### config.mk
export PLATFORM = sky130hd
export DESIGN_NAME = fp_cmp_unit
export DESIGN_NICKNAME = d
export VERILOG_FILES = /design/src/rtl/fp_cmp_pkg.sv /design/src/rtl/fp_mag_cmp.sv /design/src/rtl/fp_cmp_unit.sv
export SDC_FILE = /design/constraint.sdc
export NUM_CORES = 1
export LEC_CHECK = 0
export ABC_AREA = 1
export CAP_MARGIN = 20
export CORE_ASPECT_RATIO = 1.25
export CORE_MARGIN = 2
export CORE_UTILIZATION = 59
export CTS_CLUSTER_DIAMETER = 100
export CTS_CLUSTER_SIZE = 14
export DETAILED_ROUTE_END_ITERATION = 6
export HOLD_SLACK_MARGIN = 0.1
export PLACE_DENSITY = 0.87
export SLEW_MARGIN = 40
export SYNTH_ARGS = -nofsm -noshare
export SYNTH_HDL_FRONTEND = slang
export SYNTH_SLANG_ARGS = --single-unit
export TNS_END_PERCENT = 10
### constraint.sdc
create_clock -name clk -period 3.9 [get_ports clk]
set_clock_uncertainty 0.1 [all_clocks]
set_input_delay 0.78 -clock clk [delete_from_list [all_inputs] [get_ports clk]]
set_output_delay 0.78 -clock clk [all_outputs]
set_load 0.01 [all_outputs]
### src/rtl/fp_cmp_pkg.sv
// Shared types and constants for the single-precision compare/select unit.
// Contents: opcode enum, operand class struct, width localparams and the
// canonical quiet NaN.
package fp_cmp_pkg;

    localparam int unsigned FP_EXP_W = 8;
    localparam int unsigned FP_MAN_W = 23;
    localparam int unsigned FP_MAG_W = FP_EXP_W + FP_MAN_W;
    localparam int unsigned FP_W     = 1 + FP_MAG_W;

    // Opcodes 5..7 are reserved and produce a zero result.
    typedef enum logic [2:0] {
        OpFeq  = 3'd0,
        OpFlt  = 3'd1,
        OpFle  = 3'd2,
        OpFmin = 3'd3,
        OpFmax = 3'd4
    } fp_cmp_op_e;

    // Positive, exponent all-ones, only the mantissa MSB set.
    localparam logic [FP_W-1:0] CANON_NAN =
        {1'b0, {FP_EXP_W{1'b1}}, 1'b1, {(FP_MAN_W-1){1'b0}}};

    typedef struct packed {
        logic is_zero;
        logic is_nan;
        logic is_snan;
    } fp_class_t;

endpackage

### src/rtl/fp_mag_cmp.sv
// Combinational unsigned magnitude comparator.
// Ports:
//   a_i, b_i : W-bit unsigned magnitudes
//   lt_o     : a_i < b_i
//   eq_o     : a_i == b_i
//   gt_o     : a_i > b_i
// Operands are split into 2-bit groups scanned MSB first; a group only decides
// the result if every higher group compared equal.
module fp_mag_cmp
    import fp_cmp_pkg::*;
#(
    parameter int unsigned W = FP_MAG_W
) (
    input  logic [W-1:0] a_i,
    input  logic [W-1:0] b_i,
    output logic         lt_o,
    output logic         eq_o,
    output logic         gt_o
);

    localparam int unsigned NumGroups = (W + 1) / 2;
    localparam int unsigned PadW      = 2 * NumGroups;

    logic [PadW-1:0] pa;
    logic [PadW-1:0] pb;
    logic            higher_eq;

    // Zero-pad an odd width so every group is two bits wide.
    always_comb begin
        pa         = '0;
        pb         = '0;
        pa[W-1:0]  = a_i;
        pb[W-1:0]  = b_i;
    end

    always_comb begin
        lt_o      = 1'b0;
        gt_o      = 1'b0;
        higher_eq = 1'b1;
        for (int g = int'(NumGroups) - 1; g >= 0; g--) begin
            logic [1:0] ga;
            logic [1:0] gb;
            ga = pa[2*g +: 2];
            gb = pb[2*g +: 2];
            if (higher_eq) begin
                if (ga > gb) begin
                    gt_o = 1'b1;
                end else if (ga < gb) begin
                    lt_o = 1'b1;
                end
            end
            higher_eq = higher_eq & (ga == gb);
        end
        eq_o = higher_eq;
    end

endmodule

### src/rtl/fp_cmp_unit.sv
// Two-stage compare/select unit for FEQ.S, FLT.S, FLE.S, FMIN.S and FMAX.S.
// Ports:
//   clk, rst          : clock, synchronous active-high reset
//   valid_i / ready_o : operation handshake from the issue stage
//   op_i, a_i, b_i    : opcode (fp_cmp_op_e) and operands rs1/rs2
//   valid_o / ready_i : result handshake to the writeback arbiter
//   result_o, nv_o    : integer 0/1 or selected FP value, invalid-op flag
// S1 holds the operation and derives operand classes plus the magnitude
// compare; S2 resolves signs, selects the result and drives the outputs.
module fp_cmp_unit
    import fp_cmp_pkg::*;
#(
    parameter int unsigned EXP_W = FP_EXP_W,
    parameter int unsigned MAN_W = FP_MAN_W
) (
    input  logic                   clk,
    input  logic                   rst,
    input  logic                   valid_i,
    output logic                   ready_o,
    input  logic [2:0]             op_i,
    input  logic [EXP_W+MAN_W:0]   a_i,
    input  logic [EXP_W+MAN_W:0]   b_i,
    output logic                   valid_o,
    input  logic                   ready_i,
    output logic [EXP_W+MAN_W:0]   result_o,
    output logic                   nv_o
);

    localparam int unsigned MagW = EXP_W + MAN_W;
    localparam int unsigned W    = MagW + 1;

    localparam logic [W-1:0] CanonNan = {1'b0, {EXP_W{1'b1}}, 1'b1, {(MAN_W-1){1'b0}}};

    function automatic fp_class_t classify(input logic [W-1:0] x);
        fp_class_t          c;
        logic [EXP_W-1:0]   e;
        logic [MAN_W-1:0]   m;
        e         = x[W-2 -: EXP_W];
        m         = x[MAN_W-1:0];
        c.is_zero = (e == '0) && (m == '0);
        c.is_nan  = (&e) && (|m);
        c.is_snan = c.is_nan && !m[MAN_W-1];
        return c;
    endfunction

    // Stage 1 state
    logic           s1_valid_q;
    logic [2:0]     s1_op_q;
    logic [W-1:0]   s1_a_q;
    logic [W-1:0]   s1_b_q;

    // Stage 2 state (drives the outputs directly)
    logic           s2_valid_q;
    logic [W-1:0]   s2_result_q;
    logic           s2_nv_q;
    logic [W-1:0]   s2_result_d;
    logic           s2_nv_d;

    logic           s2_advance;
    logic           s1_advance;

    fp_class_t      a_cls;
    fp_class_t      b_cls;
    logic           mag_lt;
    logic           mag_eq;
    logic           mag_gt;
    logic           ord_lt;
    logic           ord_eq;
    logic           ord_gt;
    logic           any_nan;
    logic           any_snan;
    logic           both_zero;
    logic           a_neg;
    logic           b_neg;

    // Handshake: no skid buffer, so ready_o depends combinationally on ready_i.
    assign s2_advance = !s2_valid_q || ready_i;
    assign s1_advance = s2_advance;
    assign ready_o    = !s1_valid_q || s1_advance;

    assign valid_o  = s2_valid_q;
    assign result_o = s2_result_q;
    assign nv_o     = s2_nv_q;

    // Stage 1: classification and unsigned magnitude compare of registered operands.
    assign a_cls     = classify(s1_a_q);
    assign b_cls     = classify(s1_b_q);
    assign any_nan   = a_cls.is_nan | b_cls.is_nan;
    assign any_snan  = a_cls.is_snan | b_cls.is_snan;
    assign both_zero = a_cls.is_zero & b_cls.is_zero;
    assign a_neg     = s1_a_q[W-1];
    assign b_neg     = s1_b_q[W-1];

    fp_mag_cmp #(
        .W (MagW)
    ) u_mag_cmp (
        .a_i  (s1_a_q[MagW-1:0]),
        .b_i  (s1_b_q[MagW-1:0]),
        .lt_o (mag_lt),
        .eq_o (mag_eq),
        .gt_o (mag_gt)
    );

    // Sign resolution; only meaningful when neither operand is NaN.
    always_comb begin
        ord_lt = 1'b0;
        ord_eq = 1'b0;
        ord_gt = 1'b0;
        if (both_zero) begin
            ord_eq = 1'b1;
        end else if (a_neg != b_neg) begin
            ord_lt = a_neg;
            ord_gt = b_neg;
        end else if (!a_neg) begin
            ord_lt = mag_lt;
            ord_eq = mag_eq;
            ord_gt = mag_gt;
        end else begin
            // Both negative: larger magnitude is the smaller value.
            ord_lt = mag_gt;
            ord_eq = mag_eq;
            ord_gt = mag_lt;
        end
    end

    // Stage 2 result selection.
    always_comb begin
        logic is_max;
        s2_result_d = '0;
        s2_nv_d     = 1'b0;
        is_max      = (s1_op_q == OpFmax);
        case (fp_cmp_op_e'(s1_op_q))
            OpFeq: begin
                s2_result_d[0] = ord_eq && !any_nan;
                s2_nv_d        = any_snan;
            end
            OpFlt: begin
                s2_result_d[0] = ord_lt && !any_nan;
                s2_nv_d        = any_nan;
            end
            OpFle: begin
                s2_result_d[0] = (ord_lt || ord_eq) && !any_nan;
                s2_nv_d        = any_nan;
            end
            OpFmin, OpFmax: begin
                s2_nv_d = any_snan;
                if (a_cls.is_nan && b_cls.is_nan) begin
                    s2_result_d = CanonNan;
                end else if (a_cls.is_nan) begin
                    s2_result_d = s1_b_q;
                end else if (b_cls.is_nan) begin
                    s2_result_d = s1_a_q;
                end else if (both_zero) begin
                    // Zero of either sign: min prefers -0, max prefers +0.
                    s2_result_d[W-1] = is_max ? (a_neg & b_neg) : (a_neg | b_neg);
                end else if (ord_lt) begin
                    s2_result_d = is_max ? s1_b_q : s1_a_q;
                end else if (ord_gt) begin
                    s2_result_d = is_max ? s1_a_q : s1_b_q;
                end else begin
                    s2_result_d = s1_a_q;
                end
            end
            default: begin
                s2_result_d = '0;
                s2_nv_d     = 1'b0;
            end
        endcase
    end

    // Control and output registers.
    always_ff @(posedge clk) begin
        if (rst) begin
            s1_valid_q  <= 1'b0;
            s2_valid_q  <= 1'b0;
            s2_result_q <= '0;
            s2_nv_q     <= 1'b0;
        end else begin
            if (ready_o) begin
                s1_valid_q <= valid_i;
            end
            if (s2_advance) begin
                s2_valid_q <= s1_valid_q;
                if (s1_valid_q) begin
                    s2_result_q <= s2_result_d;
                    s2_nv_q     <= s2_nv_d;
                end
            end
        end
    end

    // Stage 1 payload; qualified by s1_valid_q so no reset is needed.
    always_ff @(posedge clk) begin
        if (valid_i && ready_o) begin
            s1_op_q <= op_i;
            s1_a_q  <= a_i;
            s1_b_q  <= b_i;
        end
    end

endmodule

==> qor.txt <==
Root Buffer Master -> clkbuf_16
synthesized instance count -> 877
Storage cell area -> 0.00271 mm^2
Synth area leader -> edfxtp_1
WP data arrival -> 3.64 ns
vias per cell -> 5.66
final period utilization -> 0.885
Power Dens Cells -> 345 mW/mm^2
RSZ-0062 raised after global routing -> no
Hold Path Cell Cnt -> 2
Worst-Margin Slew -> 0.693 ns
Max Clock Freq -> 290 MHz
row count -> 43
MaxCap Viol Count -> 0
HPWL after detailed placement -> 11900 um
Clock Latency Late Sink -> 0.36 ns
layout cells sized above 1 -> 0.0811
Post-Synth Adder-Cell Area -> 0.0616
syn avg cell area -> 7.64 um^2
startpoint types -> register
register bit total from synthesis -> 102
core area -> 0.0111 mm^2
first-pass detailed-route iteration total -> 5
critical path's slowest cell -> edfxtp_1
Setup Buffers After CTS -> 0
WL met3 -> 1320 um
die width -> 99.3 um
PortBufs -> 105
maximum VDD drop -> 0.203 mV
I/O pins -> 106
Cell variety after synth -> 38
critical path type -> register to register
Largest stage delay, worst path -> 0.50 ns
Area Growth Syn to Fin -> 21.4%
Tmin final -> 3.45 ns
mux share of post-synthesis cell area -> 0
Clock Path Buffers -> 2
total grt overflow -> 0
Synth Warn # -> 0
CTS Hold Buffers Added -> 0
post-detailed-route count of antenna-violating nets -> 0
commonest non-fill, non-tap cell in the layout -> nand2_1
CP Max Fanout -> 28
CTS tree -> built
drt total wl -> 16900 um
Layout Nets -> 1073
1st-iter DRT viols -> 465
Hold Crit Class -> register to register
Reg clk slew, reported paths -> 0.07 ns
Fin. Hold Viols -> 0
Pins Over Slew Limit -> 0
GR Util All Layers -> 0.289
Final TNS setup -> 0 ns
initial antenna violation count -> 0
highest routed metal layer -> met4
R2R depth -> 21
critical path capture point type -> register
relative slew slack -> 0.537
per-cell routed wire length -> 15.2 um
Die ar. -> 0.0122 mm^2
main combinational cell family by area after synthesis -> simple AND/OR/NAND/NOR gates
initial core utilization -> 0.605
CTS H-Tree Depth -> 3
first-pass GRT wire length -> 28200 um
CP Cell Sequence -> ha_1, inv_1, nor2_1, a21oi_1, nand2_1, nor2_1, nand3_1, nor2_1, nand3_1, nor2_1, nand3_1, nand2_1, inv_2, nand2_4, buf_4, nand2_1, o211ai_2, nand2_1, nand3_1, nand2_1, a21oi_1
largest net degree at the start of global routing -> 68
setup violators final -> 0
dpl cell area -> 0.00784 mm^2
drt drc -> 0
M1 WL -> 6520 um
CP required -> 4.08 ns
CTS Sinks -> 102
Post-CTS Resized -> 0
Post-Layout Inst Area -> 0.00814 mm^2
Synth Area in Compound Gates -> 0.161
Die H -> 123 um
Synth Area in XOR/XNOR -> 0
most frequent cells in the layout -> nand2_1 (255), clkdlybuf4s50_1 (105), inv_1 (95), nor2_1 (94), a21oi_1 (69)
simple-gate share of the synthesized area -> 0.284
outcome -> completed
Mapped Nets -> 981
Synth area leaders -> edfxtp_1 (30%), nand2_1 (14%), dfxtp_1 (10%)
fill count -> 855
Vias -> 6274
Antenna Cells -> 0
Leakage -> 3.53 nW
sequential fraction of the synthesis area -> 0.405
Multi-input gate area -> 0.00339 mm^2
top-area cell type share of the netlist area -> 0.300
CP most frequent cell -> nand2_1
routability cong. -> 0.922
Cell Area, Synth -> 0.00670 mm^2
vias in the first global route -> 6037
CTS Buf Count -> 9
routed wl met2 -> 8430 um
## state kept, by name (all words and copies together) (netlist names)
register	count
s1_valid_q	1
s1_a_q	32
s1_b_q	32
result_o	32
valid_o	1
nv_o	1
s1_op_q	3
## layer usage
metal  GRT usage  up-vias
met4       0.136        0
met2       0.513      290
met5           0        -
met1       0.338     2822
li1            -     3110
met3      0.0509       52
## path summary, 6_finish.rpt
path	start	to	slack [ns]
hold / removal	result_o[27]$_SDFFE_PP0P_	result_o[27]$_SDFFE_PP0P_	0.36
setup reg to reg	s1_a_q[30]$_DFFE_PP_	result_o[4]$_SDFFE_PP0P_	0.45
hold reg to reg	result_o[27]$_SDFFE_PP0P_	result_o[27]$_SDFFE_PP0P_	0.36
setup / recovery	s1_a_q[30]$_DFFE_PP_	result_o[4]$_SDFFE_PP0P_	0.45
## cell families after synthesis
logic type | Yosys count
buffers and inverters | 137
flip-flops | 102
AO/OA/AOI/OAI | 164
adder cells (fa/ha/maj) | 33
AND/OR/NAND/NOR | 441
## Yosys cell counts (all sizes together)
| cell type | n |
|---|---|
| nand4 | 20 |
| nand3b | 1 |
| a31oi | 2 |
| nor2 | 98 |
| clkbuf | 23 |
| dfxtp | 35 |
| nand2 | 257 |
| a21oi | 72 |
| inv | 97 |
| o22ai | 1 |
| buf | 15 |
| clkinv | 2 |
| o21ai | 51 |
| edfxtp | 67 |
| nor4 | 7 |
| and2 | 1 |
| a211oi | 1 |
| o211ai | 31 |
| nor3 | 7 |
| or2 | 2 |
| nand3 | 48 |
| ha | 33 |
| o21bai | 6 |
## metrics by stage
stage	worst slack (ns)	hold slack, ns	total power [mW]	instances	utilization
6_report	0.447	0.363	2.81	1109	0.734
5_1_grt	0.0914	0.382	2.95	1109	0.734
4_1_cts	0.517	0.367	2.81	1109	0.734
3_5_place_dp	0.555	0.356	1.91	1093	0.707
3_3_place_gp	0.635	0.351	1.90	1093	0.707
2_1_floorplan	1.02	0.388	1.74	877	-
## power breakdown
group / switching (mW) / leakage (nW) / internal (mW)
combinational: 0.370 / 2.44 / 0.267
clock: 0.406 / 0.144 / 0.500
sequential: 0.0542 / 0.938 / 1.21
total: 0.830 / 3.53 / 1.98
## critical path, delay by kind of cell (launching register included)
| family | cells | cell delay [ns] |
|---|---|---|
| and+or+nand+nor | 14 | 1.53 |
| AOI/OAI and AO/OA | 3 | 0.38 |
| buffers and inverters | 3 | 0.50 |
| adders and majority gates | 1 | 0.39 |
| DFF | 1 | 0.50 |
## layout make-up
class,instances,share of cell area
Timing Repair Buffer,119,0.147
Clock inverter,7,0.00892
Inverter,99,0.0457
Sequential cell,102,0.333
Clock buffer,9,0.0277
Multi-Input combinational cell,638,0.417
Tap cell,135,0.0208
Power figures use the tool's default switching activity.
